`src/rtl/trap_shaper_sequencer.sv`:
```
// Purpose : sequencer for the trapezoidal shaper (k, l, M). It holds and validates the
//           filter config, clears and flushes the filter on each config change, then
//           detects threshold-triggered pulses and emits one event per pulse.
// Latency : config registers and cfg_err update 1 cycle after cfg_wr; evt_valid rises
//           1 cycle after the sample that ends a pulse.
// Backpressure: an event is held stable until evt_valid && evt_ready. Pulses that start
//           while an event is pending are not analysed; they set a sticky drop flag
//           that is reported with the next event.
// Ports:
//   clk, reset                      clock, synchronous active-high reset
//   cfg_wr/k/l/m/thr                config write strobe and requested values
//   cfg_busy, cfg_err               clear/flush in progress, rejected write pulse
//   filt_clear, filt_k/l/m          filter clear strobe and active parameters
//   filt_valid, filt_data           filter output sample stream (signed)
//   evt_valid/ready                 event handshake toward readout
//   evt_amp/ts/width/dropped        event payload
module trap_shaper_sequencer #(
   parameter int DATA_W      = 16,
   parameter int KL_W        = 7,
   parameter int M_W         = 8,
   parameter int TS_W        = 32,
   parameter int WIDTH_W     = 8,
   parameter int FLUSH_EXTRA = 8,
   parameter int K_DEF       = 4,
   parameter int L_DEF       = 10,
   parameter int M_DEF       = 20,
   parameter int THR_DEF     = 100
) (
   input  logic                     clk,
   input  logic                     reset,
   input  logic                     cfg_wr,
   input  logic [KL_W-1:0]          cfg_k,
   input  logic [KL_W-1:0]          cfg_l,
   input  logic [M_W-1:0]           cfg_m,
   input  logic signed [DATA_W-1:0] cfg_thr,
   output logic                     cfg_busy,
   output logic                     cfg_err,
   output logic                     filt_clear,
   output logic [KL_W-1:0]          filt_k,
   output logic [KL_W-1:0]          filt_l,
   output logic [M_W-1:0]           filt_m,
   input  logic                     filt_valid,
   input  logic signed [DATA_W-1:0] filt_data,
   output logic                     evt_valid,
   input  logic                     evt_ready,
   output logic signed [DATA_W-1:0] evt_amp,
   output logic [TS_W-1:0]          evt_ts,
   output logic [WIDTH_W-1:0]       evt_width,
   output logic                     evt_dropped
);

   // Wide enough for (2^KL_W-1)*2 + FLUSH_EXTRA.
   localparam int CNT_W = $clog2(2 * (2 ** KL_W) + FLUSH_EXTRA);

   typedef enum logic [2:0] {
      S_IDLE,
      S_CLEAR,
      S_FLUSH,
      S_ARMED,
      S_TRACK,
      S_EMIT
   } state_t;

   typedef struct packed {
      logic signed [DATA_W-1:0] amp;
      logic [TS_W-1:0]          ts;
      logic [WIDTH_W-1:0]       width;
      logic                     dropped;
   } evt_t;

   state_t                   state;
   state_t                   state_n;
   evt_t                     evt;
   logic signed [DATA_W-1:0] thr;
   logic [TS_W-1:0]          ts_cnt;
   logic [CNT_W-1:0]         smp_cnt;
   logic                     prev_above;
   logic                     drop_pend;
   logic                     cfg_ok;
   logic                     above;

   assign cfg_ok = cfg_wr && (cfg_k != '0) && (cfg_l >= cfg_k);
   assign above  = filt_data > thr;

   assign evt_amp     = evt.amp;
   assign evt_ts      = evt.ts;
   assign evt_width   = evt.width;
   assign evt_dropped = evt.dropped;

   always_ff @(posedge clk) begin
      if (reset) state <= S_IDLE;
      else       state <= state_n;
   end

   always_comb begin
      state_n    = state;
      filt_clear = 1'b0;
      cfg_busy   = 1'b0;
      evt_valid  = 1'b0;
      case (state)
         S_IDLE:  state_n = S_CLEAR;
         S_CLEAR: begin
            filt_clear = 1'b1;
            cfg_busy   = 1'b1;
            state_n    = S_FLUSH;
         end
         S_FLUSH: begin
            cfg_busy = 1'b1;
            // Leave on the sample that takes the counter to zero.
            if (filt_valid && smp_cnt <= CNT_W'(1)) state_n = S_ARMED;
         end
         S_ARMED: if (filt_valid && above)  state_n = S_TRACK;
         S_TRACK: if (filt_valid && !above) state_n = S_EMIT;
         S_EMIT: begin
            evt_valid = 1'b1;
            if (evt_ready) state_n = S_ARMED;
         end
         default: state_n = S_IDLE;
      endcase
      // A valid config write wins over everything, discarding any pending event.
      if (cfg_ok) state_n = S_CLEAR;
   end

   always_ff @(posedge clk) begin
      if (reset) begin
         cfg_err    <= 1'b0;
         filt_k     <= KL_W'(K_DEF);
         filt_l     <= KL_W'(L_DEF);
         filt_m     <= M_W'(M_DEF);
         thr        <= DATA_W'(THR_DEF);
         ts_cnt     <= '0;
         smp_cnt    <= '0;
         prev_above <= 1'b0;
         drop_pend  <= 1'b0;
         evt        <= '0;
      end else begin
         cfg_err <= cfg_wr && !cfg_ok;
         if (cfg_ok) begin
            filt_k <= cfg_k;
            filt_l <= cfg_l;
            filt_m <= cfg_m;
            thr    <= cfg_thr;
         end

         // Samples arriving while the filter is being cleared do not exist.
         if (state == S_CLEAR) begin
            ts_cnt     <= '0;
            smp_cnt    <= CNT_W'(filt_k) + CNT_W'(filt_l) + CNT_W'(FLUSH_EXTRA);
            prev_above <= 1'b0;
         end else if (filt_valid) begin
            ts_cnt     <= ts_cnt + TS_W'(1);
            prev_above <= above;
            if (state == S_FLUSH) smp_cnt <= smp_cnt - CNT_W'(1);
         end

         // Peak capture: strict > keeps the earliest of equal maxima.
         if (filt_valid && above) begin
            if (state == S_ARMED) begin
               evt.amp   <= filt_data;
               evt.ts    <= ts_cnt;
               evt.width <= WIDTH_W'(1);
            end else if (state == S_TRACK) begin
               if (evt.width != '1) evt.width <= evt.width + WIDTH_W'(1);
               if (filt_data > evt.amp) begin
                  evt.amp <= filt_data;
                  evt.ts  <= ts_cnt;
               end
            end
         end

         // drop_pend collects crossings missed during EMIT; it is frozen into the
         // event payload when the following pulse ends so the payload stays stable.
         if (cfg_ok || state == S_CLEAR) begin
            drop_pend   <= 1'b0;
            evt.dropped <= 1'b0;
         end else begin
            if (state == S_EMIT && filt_valid && above && !prev_above) drop_pend <= 1'b1;
            if (state == S_TRACK && filt_valid && !above) begin
               evt.dropped <= drop_pend;
               drop_pend   <= 1'b0;
            end
            if (state == S_EMIT && evt_ready) evt.dropped <= 1'b0;
         end
      end
   end

endmodule

```
`config.mk`:
```
export PLATFORM = sky130hd
export DESIGN_NAME = trap_shaper_sequencer
export DESIGN_NICKNAME = d
export VERILOG_FILES = /design/src/rtl/trap_shaper_sequencer.sv
export SDC_FILE = /design/constraint.sdc
export NUM_CORES = 1
export LEC_CHECK = 0
export ABC_CLOCK_PERIOD_IN_PS = 5200
export BUFFER_PORTS_ARGS = -buffer_cell sky130_fd_sc_hd__buf_2
export CAP_MARGIN = 30
export CORE_MARGIN = 10
export CORE_UTILIZATION = 40
export CTS_BUF_LIST = sky130_fd_sc_hd__clkbuf_8
export DETAILED_ROUTE_END_ITERATION = 10
export PLACE_DENSITY = 0.68
export SLEW_MARGIN = 20
export SYNTH_ARGS = -nofsm -noshare
export SYNTH_HDL_FRONTEND = slang
export SYNTH_SLANG_ARGS = --single-unit
```
`constraint.sdc`:
```
create_clock -name clk -period 5.2 [get_ports clk]
set_input_delay 0.26 -clock clk [delete_from_list [all_inputs] [get_ports clk]]
set_output_delay 0.26 -clock clk [all_outputs]
set_load 0.01 [all_outputs]
```
== Word-level counts from Yosys, hierarchy flattened ==
Index checks and enable logic that the tools add are counted.
W data, S select, Z words.

* Add/subtract/negate cells: 5
* $lt $le $gt $ge: 4
* Equal/unequal tests: 14
* Muxes and demuxes: 16
* Reduce and logical (&&, ||, !) cells: 33

{| class="wikitable"
|+ Operator list
! kind !! count
|-
| $mux W56 || 2
|-
| $mux W48 || 1
|-
| $add A32 B1 Y32 const B || 1
|-
| $gt A16 B16 Y1 || 2
|-
| $mux W9 || 3
|-
| $pmux W3 S6 || 1
|-
| $logic_and A1 B1 Y1 || 12
|-
| $mux W3 || 4
|-
| $ne A3 B3 Y1 const B || 4
|-
| $reduce_bool A2 Y1 || 5
|-
| $add A8 B4 Y9 const B || 1
|-
| $le A9 B1 Y1 const B || 1
|-
| $sub A9 B1 Y9 const B || 1
|-
| $add A7 B7 Y8 || 1
|-
| $add A8 B1 Y8 const B || 1
|-
| $mux W8 || 1
|-
| $ne A2 B2 Y1 const B || 4
|-
| $ne A8 B8 Y1 const B || 1
|-
| $reduce_and A4 Y1 || 2
|-
| $ge A7 B7 Y1 || 1
|-
| $reduce_bool A7 Y1 || 1
|-
| $eq A3 B2 Y1 const B || 2
|-
| $eq A3 B3 Y1 const B || 2
|-
| $reduce_and A3 Y1 || 2
|-
| other kinds (8) || 16
|}

* Bits in registers: 142
* Input bits: 59
* Output and inout bits: 83

== Depth between registers and ports, before layout ==
Gate-level depths: netlist (run 1).

* Depth in word-level cells: 6
* Mapped depth: 11
* Gate-level depth less buffers: 10

== Worst setup path after synthesis (run 1) ==
No wires, ideal clock.

* Kind: flip-flop to flip-flop
* From: register thr[15]
* To: register evt (netlist bit evt_amp[0])
* Setup time: 0.128 ns
* Data arrival time: 2.296 ns
* Required time: 5.072 ns
* Path slack: 2.777 ns
* Stages on the path, launching flop included: 12
* Period minus slack after synthesis: 2.423 ns
* Path through: dfxtp_1 -> inv_1 -> ha_1 -> nand4_2 -> nor2_1 -> a221o_1 -> o41a_4 -> o221ai_4 -> buf_6 -> buf_6 -> mux2i_1 -> nor2_1

* Word-level cells in the longest chain between the ends: 3

{| class="wikitable"
|+ RTL lines
! item !! RTL line !! text
|-
| start, declared || 74 || <nowiki>logic signed [DATA_W-1:0] thr;</nowiki>
|-
| start signal, assigned || 130 || <nowiki>thr <= DATA_W'(THR_DEF);</nowiki>
|-
| start signal, assigned || 142 || <nowiki>thr <= cfg_thr;</nowiki>
|-
| $gt A16 B16 Y1 || 83 || <nowiki>assign above = filt_data > thr;</nowiki>
|-
| $logic_and A1 B1 Y1 || 157 || <nowiki>if (filt_valid && above) begin</nowiki>
|-
| $reduce_and A3 Y1 (no line) || -- ||
|-
| end, declared || 73 || <nowiki>evt_t evt;</nowiki>
|}

No other way between the ends.
A chain may end at the register's enable or synchronous reset.

== Worst setup path after layout (run 1) ==
* From: register thr[15]
* To: register evt (netlist bit evt_ts[26])

The elaborated chain is that of the path after synthesis.

==> results of run 1 <==
==> registers in the layout (all words and copies together), names as in the netlist <==
register and count:
cfg_err 1, drop_pend 1, evt_amp 16, evt_dropped 1
evt_ts 32, evt_width 8, filt_k 7, filt_l 7
filt_m 8, prev_above 1, smp_cnt 9, state 3
thr 16, ts_cnt 32
==> final cells by class <==
cell class                 instances  area (um^2)  share of cell area, %
multi-input combinational        532         3780                   45.6
inverter                          56          210                   2.54
clock buffer                      17          234                   2.82
clock inverter                    15          161                   1.95
tap                              225          282                   3.40
timing repair buffer             148          781                   9.42
sequential                       142         2840                   34.3
==> stage by stage <==
step | total power, mW | area, um^2 | instances
after floorplan | 1.46 | 6960 | 760
after global placement | 1.58 | 7860 | 1100
after detailed placement | 1.58 | 7860 | 1100
after CTS | 2.49 | 8290 | 1135
after global routing | 2.60 | 8290 | 1135
final | 2.46 | 8290 | 1135
==> worst paths after layout <==
| kind | slack (ns) | startpoint | to |
|---|---|---|---|
| worst max-delay path | 2.09 | thr[15] | evt_ts[26] |
| worst min-delay path | 0.03 | cfg_m[2] | filt_m[2] |
| worst max register to register | 2.09 | thr[15] | evt_ts[26] |
| worst min register to register | 0.47 | drop_pend | drop_pend |
==> power breakdown <==
part,switching [mW],internal [mW]
Sequential,0.0434,1.13
Combinational,0.219,0.164
Clock,0.464,0.434
==> layout by cell type (no fill, tap or decap), types with 3 or more instances in the layout <==
| cell type | instances |
|---|---|
| a211o_1 | 8 |
| a211oi_1 | 9 |
| a21o_1 | 6 |
| a21oi_1 | 30 |
| and2_0 | 4 |
| and2_1 | 8 |
| and3_1 | 6 |
| and4_1 | 5 |
| buf_2 | 140 |
| buf_4 | 4 |
| clkbuf_8 | 17 |
| clkinv_2 | 3 |
| clkinv_4 | 3 |
| dfxtp_1 | 142 |
| dlygate4sd3_1 | 3 |
| ha_1 | 56 |
| inv_1 | 56 |
| inv_6 | 3 |
| mux2i_1 | 80 |
| nand2_1 | 36 |
| nand2b_1 | 6 |
| nand3_1 | 16 |
| nand4_1 | 10 |
| nor2_1 | 127 |
| nor2b_1 | 6 |
| nor3_1 | 9 |
| nor4_1 | 4 |
| o211ai_1 | 3 |
| o21ai_0 | 20 |
| o21bai_1 | 3 |
| or3_1 | 10 |
| xnor2_1 | 14 |
| xor2_1 | 26 |
==> layer usage <==
layer / part of all wire [%] / global-route usage [%] / vias up
met3: 4.1 / 4.01 / 22
met4: 1.6 / 5.00 / 0
li1: - / - / 2893
met2: 46 / 23.2 / 107
met5: 0 / 0 / -
met1: 48 / 18.1 / 2540
==> kinds of logic after synthesis <==
kind of cell	after synthesis	synth area share, %
buffers and inverters	86	5.17
muxes	80	11.5
adders and majority gates	57	10.3
xor gates and xnor gates	40	5.03
and+or+nand+nor	256	17.4
AOI/OAI and AO/OA	99	9.70
DFF	142	40.8
==> timing repair <==
item                      4_1_cts  5_1_grt
setup buffers                   0        0
hold endpoints to repair        3        0
hold buffers                    3        0
==> summary.txt, run 1 <==
Clk Latency, worst-skew pair = 0.46 ns
initial DRC count = 332
syn avg cell area = 9.16 um^2
Slew @ Worst Pin = 0.903 ns
Synth top area share = 40.8%
area of the die = 23100 um^2
WP data arrival = 3.43 ns
leakage power = 4.09 nW
total number of vias = 5562
# IOs = 142
Chip Height = 152 um
Buf/Inv on CP = 2
Critical Path Source Type = flop
Critical Path End Type = flop
Fillers = 1718
relative slew slack = 39.8%
CTS sink count = 142
DR vias/cell = 4.90
setup TNS = 0 ns
worst slack, placed = 2.00 ns
Worst Path Required = 5.52 ns
Final Setup Violations = 0
CTS tree = done
Post-Syn Instances = 760
Peak VDD IR = 0.142 mV
Synth area leaders = dfxtp_1, mux2i_1, ha_1
CTS root buffer = clkbuf_8
final hold vios = 0
Critical Path Fanout Max = 30
hold_ws = 0.0274 ns
Synth top cells by count = dfxtp_1, nor2_1, mux2i_1
Yosys top cell by area = dfxtp_1
Final Worst Setup Slack = 2.09 ns
row count = 48
first-pass GRT wire length = 28.0 mm
Hold/Removal Path Class = input port to flop
post-route minimum period = 3.11 ns
core area = 17200 um^2
Crit. path cell count = 10
FFs w/ async S/R, synth = 0%
flops & latches, synth = 142
RSZ-0062 raised after global routing = no
Distinct cells, synth = 55
Largest stage delay, worst path = 0.71 ns
drt wl/cell = 14.8 um
number of global-route vias before repair = 5552
initial core utilization = 40.5%
Post-layout nets = 1013
Power Density = 296 nW/um^2
number of synthesized flops with an enable pin = 0
largest net degree at the start of global routing = 53
Antenna Nets Post-Route = 0
hold depth = 2
CP most frequent cell = nor2_1
DP HPWL = 12.7 mm
overflow left after global routing = 0
total number of yosys warnings = 0
Slew Viols, Final = 0
Reg clk slew, reported paths = 0.08 ns
I/O Buffers = 141
GRT Total Usage = 14.4%
Reg2Reg Depth = 10
Crit Path Category = flop to flop
GP Congestion = 0.808
cell family with most CP delay = compound AO/OA/AOI/OAI gates
slowest stage cell, crit path = o221ai_4
MaxCap Viol Count = 0
area growth from synthesis to layout = 19.0%
router iterations before antenna repair = 4
residual DRC count = 0
Antenna Cells = 0
initial antenna violation count = 0
period utilisation layout = 59.8%
Post-Syn Area = 6960 um^2
Max Fclk = 0.322 GHz
layout cells sized above 1 = 20.3%
CTS max path bufs = 2
worst clock skew = 0.0158 ns
Die X-Extent = 152 um
CP cell instances = inv_1 -> ha_1 -> nand4_2 -> nor2_1 -> a221o_1 -> o41a_4 -> o221ai_4 -> buf_12 -> mux2i_1 -> nor2_1
drt total wl = 16.8 mm
TritonCTS Buffers = 17
Post-Synthesis Net Count = 876
CTS resizes = 0
sequential fraction of the synthesis area = 40.8%
H-tree levels = 4
Final Util = 48.3%
most frequent cell after synthesis = dfxtp_1
status = finished clean
Synth Flop Type = dfxtp_1
(Power assumes the default switching activity.)
==> run 2: changes to the inputs <==
Settings changed: ABC_CLOCK_PERIOD_IN_PS 5200 to 2700, PLACE_DENSITY 0.68 to 0.71.
Clock period 5.2 ns to 2.7 ns, I/O delays scaled along.
==> summary.txt, run 2 (synthesized netlist as in run 1, its figures left out) <==
CTS tree = done
period utilisation layout = 99.5%
layout cells sized above 1 = 23.6%
relative slew slack = 59.2%
leakage power = 4.40 nW
Fillers = 1508
initial antenna violation count = 1
drt wl/cell = 16.0 um
MaxCap Viol Count = 0
GRT Total Usage = 15.4%
worst clock skew = 0.0130 ns
Clk Latency, worst-skew pair = 0.45 ns
# IOs = 142
r2r startpoint = thr[5]
Power Density = 534 nW/um^2
initial core utilization = 40.5%
RSZ-0062 raised after global routing = yes
Slew @ Worst Pin = 0.609 ns
Post-layout nets = 1078
area growth from synthesis to layout = 32.2%
Peak VDD IR = 0.274 mV
residual DRC count = 0
CTS sink count = 142
TritonCTS Buffers = 17
number of global-route vias before repair = 5882
GP Congestion = 0.796
Critical Path Source Type = input port
H-tree levels = 4
Critical Path End Type = flop
most frequent cells in the layout = buf_2, dfxtp_1, nor2_1
post-route minimum period = 2.69 ns
HP Start = cfg_k[2]
core area = 17200 um^2
Chip Height = 152 um
CP startpoint = filt_data[10]
I/O Buffers = 141
initial DRC count = 261
Max Fclk = 0.372 GHz
total number of vias = 6081
Antenna Nets Post-Route = 0
largest net degree at the start of global routing = 55
Final Setup Violations = 0
status = finished clean
area of the die = 23100 um^2
DP HPWL = 12.9 mm
CTS max path bufs = 2
CTS root buffer = clkbuf_8
commonest non-fill, non-tap cell in the layout = buf_2
Die X-Extent = 152 um
drt total wl = 19.2 mm
row count = 48
overflow left after global routing = 0
final hold vios = 0
router iterations before antenna repair = 4
Crit Path Category = input port to flop
Worst Path Required = 3.03 ns
setup TNS = 0 ns
Tot Pwr = 4.92 mW
WP data arrival = 3.01 ns
Reg clk slew, reported paths = 0.09 ns
Critical Path Fanout Max = 7
first-pass GRT wire length = 29.8 mm
Hold/Removal Path Class = input port to flop
Slew Viols, Final = 0
DR vias/cell = 5.07
-- run 2: changes by cell type in the layout (fill, tap and decap cells not counted), sizes merged --
| cell | change |
|---|---|
| clkinvlp | +2 |
| buf | +10 |
| diode | +1 |
| inv | -2 |
| clkbuf | +5 |
| clkinv | -4 |
| dlygate4sd3 | +53 |
-- run 2: critical path, stage by stage --
cell           delay, ns
dlygate4sd3_1       0.54
buf_2               0.16
ha_4                0.24
nand4_1             0.15
nor2_1              0.07
a221o_1             0.31
o41a_4              0.52
o221ai_4            0.28
buf_12              0.16
buf_6               0.16
mux2i_1             0.21
nor2_1              0.06
-- run 2: area by class of cell --
| cell class | instances | area, um^2 | share of cell area (%) |
|---|---|---|---|
| antenna | 1 | 2.50 | 0.0272 |
| inverter | 56 | 210 | 2.28 |
| multi-input combinational | 532 | 3980 | 43.2 |
| clock buffer | 20 | 275 | 2.99 |
| clock inverter | 11 | 131 | 1.43 |
| tap | 225 | 282 | 3.06 |
| sequential | 142 | 2860 | 31.0 |
| timing repair buffer | 213 | 1480 | 16.0 |
-- run 2: routing by layer --
metal  GRT usage [%]  wire length [um]  up-vias
met2            25.7              9450      152
met3            3.75               885       39
li1                -                 -     3024
met5               0                 0        -
met1            18.2              8330     2866
met4            7.20               495        0
-- run 2: path summary, 6_finish.rpt --
check / end / slack (ns) / depth (start not counted)
worst max-delay path: evt_amp[14] / 0.01 / 12
worst min-delay path: filt_k[2] / 0.05 / 4
worst max register to register: evt_amp[14] / 0.03 / 11
worst min register to register: drop_pend / 0.46 / 2
-- run 2: power breakdown --
group	internal (mW)	leakage (nW)	switching (mW)	total [mW]
sequential	2.18	1.15	0.0856	2.27
combinational	0.418	3.04	0.477	0.895
clock	0.901	0.199	0.857	1.76
total	3.50	4.40	1.42	4.92
-- run 2: stage by stage --
stage / worst slack (ns) / instance area [um^2] / hold slack (ns) / util (%) / cells
final: 0.0137 / 9210 / 0.0531 / 53.6 / 1200
after global routing: -0.0559 / 9210 / 0.0782 / 53.6 / 1200
after CTS: 0.0515 / 8910 / 0.0229 / 51.9 / 1196
after detailed placement: 0.0766 / 7940 / 0.342 / 46.2 / 1109
after global placement: 0.184 / 7940 / 0.340 / 46.2 / 1109
after floorplan: 0.277 / 6960 / 0.229 / - / 760
-- run 2: what timing repair did --
item                                   in CTS  in global routing
endpoints found under the hold margin      55                  0
buffers inserted                            0                  4
hold buffers                               56                  0
setup endpoints to repair                   0                 48
resized for setup                           0                 37
